==> src/rtl/unsat_clause_scan_scheduler.sv <==
// unsat_clause_scan_scheduler: picks one unsatisfied clause by scanning a snapshot from an LFSR-chosen start, one clause per cycle.
module unsat_clause_scan_scheduler #(
    parameter int MAXIMUM_BIT_WIDTH_OF_CLAUSES_INDEX = 4,
    parameter int NUMBER_OF_CLAUSES = 16,
    parameter int LFSR_WIDTH = 16
) (
    input  logic                                          in_clk,
    input  logic                                          in_reset,
    input  logic                                          in_start,
    input  logic [NUMBER_OF_CLAUSES-1:0]                  in_clauses_satisfied,
    input  logic                                          in_seed_load,
    input  logic [LFSR_WIDTH-1:0]                         in_seed,
    output logic                                          out_busy,
    output logic                                          out_done,
    output logic [MAXIMUM_BIT_WIDTH_OF_CLAUSES_INDEX-1:0] out_clause_index,
    output logic                                          out_clause_satisfied
);
    localparam int W = MAXIMUM_BIT_WIDTH_OF_CLAUSES_INDEX;
    localparam int N = NUMBER_OF_CLAUSES;
    localparam int LW = LFSR_WIDTH;
    localparam logic [W:0] N_EXT = (W + 1)'(N);
    localparam logic [W-1:0] LAST = W'(N - 1);
    localparam logic [LW-1:0] LFSR_INIT = LW'(16'hACE1);

    typedef enum logic [1:0] {IDLE, SCAN, DONE} state_t;

    state_t        state_q, state_d;
    logic [LW-1:0] lfsr_q, lfsr_d;
    logic [N-1:0]  snap_q, snap_d;
    logic [W-1:0]  ptr_q, ptr_d, cnt_q, cnt_d, idx_q, idx_d;
    logic          busy_q, busy_d, done_q, done_d, sat_q, sat_d;
    logic          fb;
    logic [W:0]    r_ext;
    logic [W-1:0]  start_idx;

    // Taps 16,14,13,11 of the x^16+x^14+x^13+x^11+1 polynomial
    assign fb = lfsr_q[LW-1] ^ lfsr_q[LW-3] ^ lfsr_q[LW-4] ^ lfsr_q[LW-6];
    // N > 2^(W-1) guarantees one conditional subtract reduces r into [0, N-1]
    assign r_ext = {1'b0, lfsr_q[W-1:0]};
    assign start_idx = (r_ext < N_EXT) ? lfsr_q[W-1:0] : W'(r_ext - N_EXT);

    always_comb begin
        state_d = state_q;
        lfsr_d  = lfsr_q;
        snap_d  = snap_q;
        ptr_d   = ptr_q;
        cnt_d   = cnt_q;
        idx_d   = idx_q;
        busy_d  = busy_q;
        done_d  = done_q;
        sat_d   = sat_q;
        case (state_q)
            IDLE: begin
                if (in_start) begin
                    snap_d  = in_clauses_satisfied;
                    ptr_d   = start_idx;
                    cnt_d   = '0;
                    busy_d  = 1'b1;
                    done_d  = 1'b0;
                    state_d = SCAN;
                    lfsr_d  = {lfsr_q[LW-2:0], fb};
                end
                // A seed load wins over the advance of a coincident start
                if (in_seed_load) lfsr_d = (in_seed == '0) ? LW'(1) : in_seed;
            end
            SCAN: begin
                if (!snap_q[ptr_q] || cnt_q == LAST) begin
                    idx_d   = snap_q[ptr_q] ? '0 : ptr_q;
                    sat_d   = snap_q[ptr_q];
                    busy_d  = 1'b0;
                    done_d  = 1'b1;
                    state_d = DONE;
                end else begin
                    ptr_d = (ptr_q == LAST) ? '0 : ptr_q + 1'b1;
                    cnt_d = cnt_q + 1'b1;
                end
            end
            DONE: begin
                done_d  = 1'b0;
                state_d = IDLE;
            end
            default: state_d = IDLE;
        endcase
    end

    always_ff @(posedge in_clk) begin
        if (in_reset) begin
            state_q <= IDLE;
            lfsr_q  <= LFSR_INIT;
            snap_q  <= '0;
            ptr_q   <= '0;
            cnt_q   <= '0;
            idx_q   <= '0;
            busy_q  <= 1'b0;
            done_q  <= 1'b0;
            sat_q   <= 1'b0;
        end else begin
            state_q <= state_d;
            lfsr_q  <= lfsr_d;
            snap_q  <= snap_d;
            ptr_q   <= ptr_d;
            cnt_q   <= cnt_d;
            idx_q   <= idx_d;
            busy_q  <= busy_d;
            done_q  <= done_d;
            sat_q   <= sat_d;
        end
    end

    assign out_busy             = busy_q;
    assign out_done             = done_q;
    assign out_clause_index     = idx_q;
    assign out_clause_satisfied = sat_q;
endmodule

==> config.mk <==
export PLATFORM = sky130hd
export DESIGN_NAME = unsat_clause_scan_scheduler
export DESIGN_NICKNAME = d
export VERILOG_FILES = /design/src/rtl/unsat_clause_scan_scheduler.sv
export SDC_FILE = /design/constraint.sdc
export NUM_CORES = 1
export LEC_CHECK = 0
export CAP_MARGIN = 20
export CORE_ASPECT_RATIO = 2
export CORE_MARGIN = 4
export CORE_UTILIZATION = 35
export CTS_BUF_LIST = sky130_fd_sc_hd__clkbuf_4 sky130_fd_sc_hd__clkbuf_8
export DETAILED_ROUTE_END_ITERATION = 8
export PLACE_DENSITY = 0.68
export RECOVER_POWER = 50
export SLEW_MARGIN = 20
export SYNTH_ARGS = -nofsm -noshare
export SYNTH_HDL_FRONTEND = slang
export SYNTH_SLANG_ARGS = --single-unit
==> constraint.sdc <==
create_clock -name in_clk -period 6.7 [get_ports in_clk]
set_input_delay 1.005 -clock in_clk [delete_from_list [all_inputs] [get_ports in_clk]]
set_output_delay 1.005 -clock in_clk [all_outputs]
set_load 0.01 [all_outputs]
==> tab_implementation.tex, run 1 <==
\begin{tabular}{lr}
\hline
Metric & Value \\
\hline
\multicolumn{2}{l}{\textbf{Run status}} \\
Outcome & finished, final reports clean \\
\multicolumn{2}{l}{\textbf{Routing}} \\
Remaining routing DRC violations & 0 \\
Detailed Route Iter0 Violations & 76 \\
Pre-Repair DR Iteration Count & 4 \\
Routed Wire Length & 5.37 mm \\
DR WL/cell & $\sim$15 µm \\
Via/cell ratio & $\sim$5.3 \\
Antenna viol nets, final & 0 \\
DR vias & between 1,500 and 2,000 \\
\multicolumn{2}{l}{\textbf{CTS}} \\
Post-CTS repair timing setup buffer count & 0 \\
TritonCTS clock tree & yes \\
Max H-tree Level & 2 \\
Latest clock arrival within the worst-skew pair & $\sim$0.3 ns \\
Maximum count of clock buffers along a single path & 2 \\
CTS Buf Count & 5 \\
CTS sink count & 49 \\
Number of gates resized after cts & 0 \\
Clock input transition at the sequential cells of the worst setup and hold paths & approximately 0.09 ns \\
Number of hold-repair buffers added at the cts stage & 0 \\
Clock Root Buffer & clkbuf\_8 \\
\multicolumn{2}{l}{\textbf{Floorplanning}} \\
Core outline area & approximately 6300 µm² \\
Width of the die & approximately 65 µm \\
Core Rows & 41 \\
Die Footprint & 7890 µm² \\
Die span in y & 122 µm \\
I/O pin cnt & 43 \\
Starting density of the core & between 30 and 40\% \\
\multicolumn{2}{l}{\textbf{GRT}} \\
Gr ovfl total & 0 \\
Pin count of the biggest net entering global routing & 44 \\
Wire length of the first global-routing pass & about 8.6 mm \\
Via count of the first global-routing pass & 1,877 \\
Total global-route track usage & between 10\% and 20\% \\
Number of antenna violations at the first check in global routing & 0 \\
\multicolumn{2}{l}{\textbf{STA}} \\
Shortest clock period the worst path allows after layout & between 3 and 4 ns \\
Slack of the critical path & about 3.6 ns \\
Max Freq & between 0.3 and 0.4 GHz \\
Relative slew slack & between 40\% and 50\% \\
Hold WS & approximately 0.46 ns \\
Period utilization & 46.9\% \\
Fin. max-slew vios & 0 \\
Max Clock Skew & slightly below 0.009 ns \\
Final setup violation count & 0 \\
Slew @ Worst Pin & slightly below 0.9 ns \\
Sum Neg Setup Slack & 0 ns \\
Unrepaired setup endpoints after global routing & false \\
Final Hold Fails & 0 \\
\multicolumn{2}{l}{\textbf{Setup path}} \\
Setup slack on the worst flop-to-flop path & 3.70 ns \\
Crit. End Element & flop \\
Cell-by-cell listing of the critical path & clkdlybuf4s50\_1, clkinv\_1, a41oi\_1, a221oi\_1, a211o\_1 \\
Slowest stage cell on the critical path & clkdlybuf4s50\_1 \\
Critical register-to-register path endpoint & ptr\_q[0]\$\_SDFFE\_PP0P\_ \\
Family of cells with the greatest summed delay on the critical path & buffers and inverters \\
Worst reg-to-reg path cell count & 4 \\
Setup Crit Path Kind & input port to flop \\
Setup crit start kind & input port \\
Crit path DAT & roughly 3.3 ns \\
Maximum fanout count along the critical path & 10 \\
Number of buffers and inverters on the critical path & 2 \\
Beginning of the worst register-to-register path & ptr\_q[2]\$\_SDFFE\_PP0P\_ \\
Required @ worst endpoint & 6.90 ns \\
Worst stage delay on the critical path & 0.79 ns \\
\multicolumn{2}{l}{\textbf{Logic synthesis}} \\
Post-synthesis sequential area ratio & 43.4\% \\
Proportion of register bits with asynchronous set or reset after synthesis & 0\% \\
Fraction of post-synthesis cell area in the top cell type by area & between 40\% and 50\% \\
Most repeated cell in the gate-level netlist after synthesis & dfxtp\_1 \\
Cell types with the highest counts after synthesis & dfxtp\_1, nand2\_1, nor2\_1 \\
Top flip-flop cell by instance count after synthesis & dfxtp\_1 \\
Top cell type by total area after synthesis & dfxtp\_1 \\
Post-synthesis register bit count & just under 50 \\
Number of distinct library cell variants in the gate-level netlist after synthesis & between 40 and 50 \\
Syn avg cell area & $\sim$9.1 µm² \\
EDFF count, synth & 0 \\
Synth Net Count & roughly 290 \\
Post-Synthesis Cell Area & around 2300 µm² \\
Gate count after technology mapping & roughly 250 \\
Leading cell types by total area after synthesis & dfxtp\_1, nand2\_1, a21oi\_1 \\
Yosys synthesis warning count & 0 \\
\multicolumn{2}{l}{\textbf{Final layout}} \\
End-of-flow core utilization & between 40 and 50\% \\
Layout area overhead & 23.2\% \\
Final-layout fill cell count & 630 \\
Number of antenna diodes & 0 \\
Area taken by multi-input logic gates & approximately 1200 µm² \\
Final layout net count & 320 \\
Sequential standard cell area & $\sim$1000 µm² \\
Fraction of final layout cells sized beyond drive strength 1 & 7.07\% \\
\multicolumn{2}{l}{\textbf{Power and ir drop}} \\
Static leakage & 1.05 nW \\
Peak supply drop & 0.155 mV \\
Cell Pwr Density & roughly 220 nW/µm² \\
\multicolumn{2}{l}{\textbf{Min path}} \\
End point of the most critical hold path & snap\_q[10]\$\_SDFFE\_PP0P\_ \\
Start point of the worst hold path & snap\_q[10]\$\_SDFFE\_PP0P\_ \\
Worst Hold Class & flop to flop \\
Instance count along the most critical hold path & 2 \\
\multicolumn{2}{l}{\textbf{Placed design}} \\
Port Buffer Count & 42 \\
Setup slack at placement & approximately 3.3 ns \\
RD Place Congestion & roughly 0.8 \\
Final HPWL from detailed placement & slightly below 4 mm \\
\multicolumn{2}{l}{\textbf{Run}} \\
Maximum capacitance violations & 0 \\
\hline
\end{tabular}
routing by layer:
layer | routed length (µm) | part of all wire, % | vias to the layer above | global-route usage [%]
met5 | 0 | 0 | - | 0
met4 | 114 | 2.1 | 0 | 5.43
met3 | 248 | 4.6 | 9 | 1.94
met2 | 2960 | 55 | 57 | 26.2
met1 | 2040 | 38 | 919 | 14.4
li1 | - | - | 968 | -
final cells by class:
cell class                      instances  share of cell area (%)
Tap cell                               86                    3.86
Clock buffer                            5                    2.47
Clock inverter                          3                   0.629
Timing Repair Buffer                   44                    15.6
Multi-Input combinational cell        177                    41.5
Inverter                                5                   0.674
Sequential cell                        49                    35.2
state kept, by name (all words and copies together), names as in the netlist:
register / flops
lfsr_q: 16
out_busy: 1
out_clause_index: 4
ptr_q: 4
cnt_q: 4
snap_q: 16
state_q: 2
out_clause_satisfied: 1
out_done: 1
power by group:
group          internal, W  switching, W
Clock            0.0000722     0.0000994
Sequential        0.000314     0.0000195
Combinational    0.0000594     0.0000598
tightest hold or removal path: stages (launching register included):
cell     delay, ns
dfxtp_1       0.32
nand2_1       0.05
a21oi_1       0.05
worst max-delay path by stage:
stage,start,end,slack [ns],cells after the start
6_report,in_seed_load,lfsr_q[0]$_SDFFE_PP1P_,3.56,5
2_1_floorplan,in_seed_load,lfsr_q[0]$_SDFFE_PP1P_,4.20,5
5_1_grt,in_seed_load,lfsr_q[0]$_SDFFE_PP1P_,3.40,5
3_3_place_gp,in_seed_load,lfsr_q[0]$_SDFFE_PP1P_,3.28,5
4_1_cts,in_seed_load,lfsr_q[0]$_SDFFE_PP1P_,3.57,5
3_5_place_dp,in_seed_load,lfsr_q[0]$_SDFFE_PP1P_,3.26,5
through the flow:
| stage | std cells | cell area [µm²] | power [W] |
|---|---|---|---|
| 2_1_floorplan | 249 | 2260 | 0.000418 |
| 3_3_place_gp | 361 | 2720 | 0.000462 |
| 3_5_place_dp | 361 | 2720 | 0.000464 |
| 4_1_cts | 369 | 2810 | 0.000633 |
| 5_1_grt | 369 | 2790 | 0.000658 |
| 6_report | 369 | 2790 | 0.000625 |
logic make-up after synthesis:
family | share of synthesized area, %
multiplexers | 10.8
XOR/XNOR | 1.16
adder cells (fa/ha/maj) | 1.11
buffers and inverters | 4.59
AND/OR/NAND/NOR | 17.9
flip-flops | 43.4
AO/OA/AOI/OAI | 21.1
cell usage in the layout (no fill, tap or decap), drive strengths merged, types with 4 or more instances in the layout:
cell	n
clkdlybuf4s50	34
nor3	4
dfxtp	49
clkinv	4
nor4	5
a211oi	5
a221oi	9
a21oi	22
nor2b	5
nor2	22
mux2i	9
a32o	5
o21ai	8
a21o	4
mux4	5
clkbuf	5
nand2	42
nand3	4
dlygate4sd3	8
Power figures use the tool's default switching activity.
==> run 2: changes to the inputs <==
--- a/config.mk
+++ b/config.mk
@@ -11,7 +11,7 @@
 export CORE_UTILIZATION = 35
 export CTS_BUF_LIST = sky130_fd_sc_hd__clkbuf_4 sky130_fd_sc_hd__clkbuf_8
 export DETAILED_ROUTE_END_ITERATION = 8
-export PLACE_DENSITY = 0.68
+export PLACE_DENSITY = 0.71
 export RECOVER_POWER = 50
 export SLEW_MARGIN = 20
 export SYNTH_ARGS = -nofsm -noshare
==> constraint.sdc (replaced) <==
create_clock -name in_clk -period 2.6 [get_ports in_clk]
set_input_delay 0.39 -clock in_clk [delete_from_list [all_inputs] [get_ports in_clk]]
set_output_delay 0.39 -clock in_clk [all_outputs]
set_load 0.01 [all_outputs]
==> run 2 against run 1 <==
- cell count up 1.6%
- critical path type is now flop to flop
- highest routed layer unchanged
- routed wire length up 9.1%
- clock power rose to 2.6 times the previous value
- count of clock-buffer cells in the layout up 2
- sequential power rose to 2.6 times the previous value
==> tab_implementation.tex, run 2 (synthesized netlist as in run 1, its figures left out) <==
\begin{tabular}{lr}
\hline
Metric & Value \\
\hline
\multicolumn{2}{l}{\textbf{Run status}} \\
Outcome & finished, final reports clean (unchanged) \\
\multicolumn{2}{l}{\textbf{Floorplanning}} \\
I/O pin cnt & 43 (unchanged) \\
Starting density of the core & 35.8\% (unchanged) \\
Die Footprint & 7890 µm² (unchanged) \\
Core Rows & 41 (unchanged) \\
Width of the die & 64.8 µm (unchanged) \\
Core outline area & 6310 µm² (unchanged) \\
Die span in y & 122 µm (unchanged) \\
\multicolumn{2}{l}{\textbf{Final layout}} \\
Fraction of final layout cells sized beyond drive strength 1 & 9.69\% (was 7.07\%) \\
Final layout net count & 327 (was 320) \\
Registers with the most flip-flops & lfsr\_q (16), snap\_q (16) (unchanged) \\
Layout area overhead & 26.6\% (was 23.2\%) \\
Area taken by multi-input logic gates & 1180 µm² (was 1160 µm²) \\
Most common cell after layout, fill and taps aside & dfxtp\_1 (unchanged) \\
Number of antenna diodes & 0 (unchanged) \\
Commonest non-fill, non-tap cells in the layout & dfxtp\_1, nand2\_1, clkdlybuf4s50\_1, nor2\_1, a21oi\_1 (unchanged) \\
Sequential standard cell area & 981 µm² (unchanged) \\
End-of-flow core utilization & 45.4\% (was 44.2\%) \\
Final-layout fill cell count & 603 (was 630) \\
\multicolumn{2}{l}{\textbf{Setup path}} \\
Number of cells on the critical path & 5 (unchanged) \\
Family of cells with the greatest summed delay on the critical path & multiplexers (was buffers and inverters) \\
Worst stage delay on the critical path & 0.62 ns (was 0.79 ns) \\
Crit path DAT & 2.63 ns (was 3.34 ns) \\
Crit. End Element & flop (unchanged) \\
Setup crit start kind & flop (was input port) \\
Slowest stage cell on the critical path & mux4\_2 (was clkdlybuf4s50\_1) \\
Setup Crit Path Kind & flop to flop (was input port to flop) \\
Number of buffers and inverters on the critical path & 1 (was 2) \\
Maximum fanout count along the critical path & 10 (unchanged) \\
Worst reg-to-reg path cell count & 5 (was 4) \\
Cell-by-cell listing of the critical path & mux4\_1, mux4\_2, a21oi\_4, buf\_4, mux2i\_1 (was clkdlybuf4s50\_1, clkinv\_1, a41oi\_1, a221oi\_1, a211o\_1) \\
Required @ worst endpoint & 2.82 ns (was 6.90 ns) \\
\multicolumn{2}{l}{\textbf{Routing}} \\
Via/cell ratio & 5.36 (was 5.29) \\
Pre-Repair DR Iteration Count & 4 (unchanged) \\
DR WL/cell & 15.6 µm (was 14.5 µm) \\
Antenna viol nets, final & 0 (unchanged) \\
Routed Wire Length & 5.85 mm (was 5.37 mm) \\
DR vias & 2,010 (was 1,953) \\
Remaining routing DRC violations & 0 (unchanged) \\
Detailed Route Iter0 Violations & 60 (was 76) \\
\multicolumn{2}{l}{\textbf{CTS}} \\
Max H-tree Level & 2 (unchanged) \\
Latest clock arrival within the worst-skew pair & 0.29 ns (was 0.30 ns) \\
Clock input transition at the sequential cells of the worst setup and hold paths & 0.08 ns (was 0.09 ns) \\
CTS Buf Count & 5 (unchanged) \\
Post-CTS repair timing setup buffer count & 0 (unchanged) \\
Number of gates resized after cts & 0 (unchanged) \\
TritonCTS clock tree & yes (unchanged) \\
CTS sink count & 49 (unchanged) \\
Number of hold-repair buffers added at the cts stage & 0 (unchanged) \\
Clock Root Buffer & clkbuf\_8 (unchanged) \\
Maximum count of clock buffers along a single path & 2 (unchanged) \\
\multicolumn{2}{l}{\textbf{Min path}} \\
Worst Hold Class & flop to flop (unchanged) \\
Instance count along the most critical hold path & 2 (unchanged) \\
\multicolumn{2}{l}{\textbf{STA}} \\
Final setup violation count & 0 (unchanged) \\
Max Freq & roughly 0.42 GHz \\
Relative slew slack & 58.2\% (was 40.6\%) \\
Sum Neg Setup Slack & 0 ns (unchanged) \\
Period utilization & 92.7\% \\
Hold WS & 0.457 ns (was 0.456 ns) \\
Fin. max-slew vios & 0 (unchanged) \\
Max Clock Skew & 0.00824 ns (was 0.00869 ns) \\
Slew @ Worst Pin & 0.627 ns (was 0.891 ns) \\
Final Hold Fails & 0 (unchanged) \\
Unrepaired setup endpoints after global routing & false (unchanged) \\
Shortest clock period the worst path allows after layout & around 2.4 ns \\
\multicolumn{2}{l}{\textbf{Power and ir drop}} \\
Peak supply drop & 0.284 mV (was 0.155 mV) \\
Cell-internal power & 0.00120 W (was 0.000446 W) \\
Cell Pwr Density & 573 nW/µm² (was 224 nW/µm²) \\
Part of the total power dissipated in combinational logic & 19.9\% (was 19.1\%) \\
Power spent charging and discharging nets & 0.000443 W (was 0.000179 W) \\
Switching share of power & 27.0\% (was 28.6\%) \\
Part of the power in registers & 52.6\% (was 53.4\%) \\
Static leakage & 1.09 nW (was 1.05 nW) \\
Clock network power share & 27.6\% (was 27.5\%) \\
\multicolumn{2}{l}{\textbf{GRT}} \\
Wire length of the first global-routing pass & 9.67 mm (was 8.56 mm) \\
Gr ovfl total & 0 (unchanged) \\
Total global-route track usage & 15.8\% (was 13.6\%) \\
Via count of the first global-routing pass & 2,051 (was 1,877) \\
Pin count of the biggest net entering global routing & 22 (was 44) \\
Number of antenna violations at the first check in global routing & 0 (unchanged) \\
\multicolumn{2}{l}{\textbf{Run}} \\
Maximum capacitance violations & 0 (unchanged) \\
\multicolumn{2}{l}{\textbf{Placed design}} \\
Final HPWL from detailed placement & 4.51 mm (was 3.92 mm) \\
Port Buffer Count & 42 (unchanged) \\
RD Place Congestion & 0.907 (was 0.807) \\
\hline
\end{tabular}
-- run 2: cell count changes in the layout (fill, tap and decap cells not counted), moves of 2 or more --
cell	delta
buf_4	+7
clkdlybuf4s50_1	-2
clkinv_2	-2
dlygate4sd3_1	+2
-- run 2: power groups by stage --
| stage | Clock, W | Combinational (W) | Sequential (W) |
|---|---|---|---|
| CTS | 0.000466 | 0.000329 | 0.000862 |
| global route | 0.000497 | 0.000359 | 0.000871 |
| detailed placement | 0 | 0.000329 | 0.000880 |
| floorplan | 0 | 0.000217 | 0.000859 |
| finish | 0.000452 | 0.000326 | 0.000862 |
| global placement | 0 | 0.000321 | 0.000877 |
-- run 2: layout make-up --
cell class	instances	share of cell area, %
clock buffer	7	3.15
inverter	5	0.656
multi-input combinational	177	41.1
sequential	49	34.3
tap	86	3.76
timing repair buffer	51	17.1
-- run 2: worst reg2reg max path, cell delays in order, from the launching register on --
cell	delay, ns
dfxtp_1	0.51
mux4_1	0.60
mux4_2	0.62
a21oi_4	0.24
buf_4	0.18
mux2i_1	0.19
-- run 2: metrics by stage --
step                instance area [µm²]  setup WS, ns  cells  power [W]
global placement                   2770         0.279    368    0.00120
floorplan                          2260         0.361    249    0.00108
finish                             2860         0.191    375    0.00164
detailed placement                 2770         0.224    368    0.00121
CTS                                2860         0.200    375    0.00166
global route                       2860         0.117    375    0.00173
-- run 2: path summary, 6_finish.rpt --
path,startpoint,endpoint,slack [ns]
max,ptr_q[2]$_SDFFE_PP0P_,cnt_q[1]$_SDFFE_PP0P_,0.19
min reg2reg,snap_q[2]$_SDFFE_PP0P_,snap_q[2]$_SDFFE_PP0P_,0.46
min,snap_q[2]$_SDFFE_PP0P_,snap_q[2]$_SDFFE_PP0P_,0.46
max reg2reg,ptr_q[2]$_SDFFE_PP0P_,cnt_q[1]$_SDFFE_PP0P_,0.19
-- run 2: layer usage --
| layer | GRT usage, % | part of all wire (%) | up-vias |
|---|---|---|---|
| met3 | 2.31 | 3.2 | 10 |
| met5 | 0 | 0 | - |
| li1 | - | - | 981 |
| met1 | 15.2 | 36 | 974 |
| met4 | 7.28 | 2.8 | 0 |
| met2 | 31.4 | 58 | 45 |
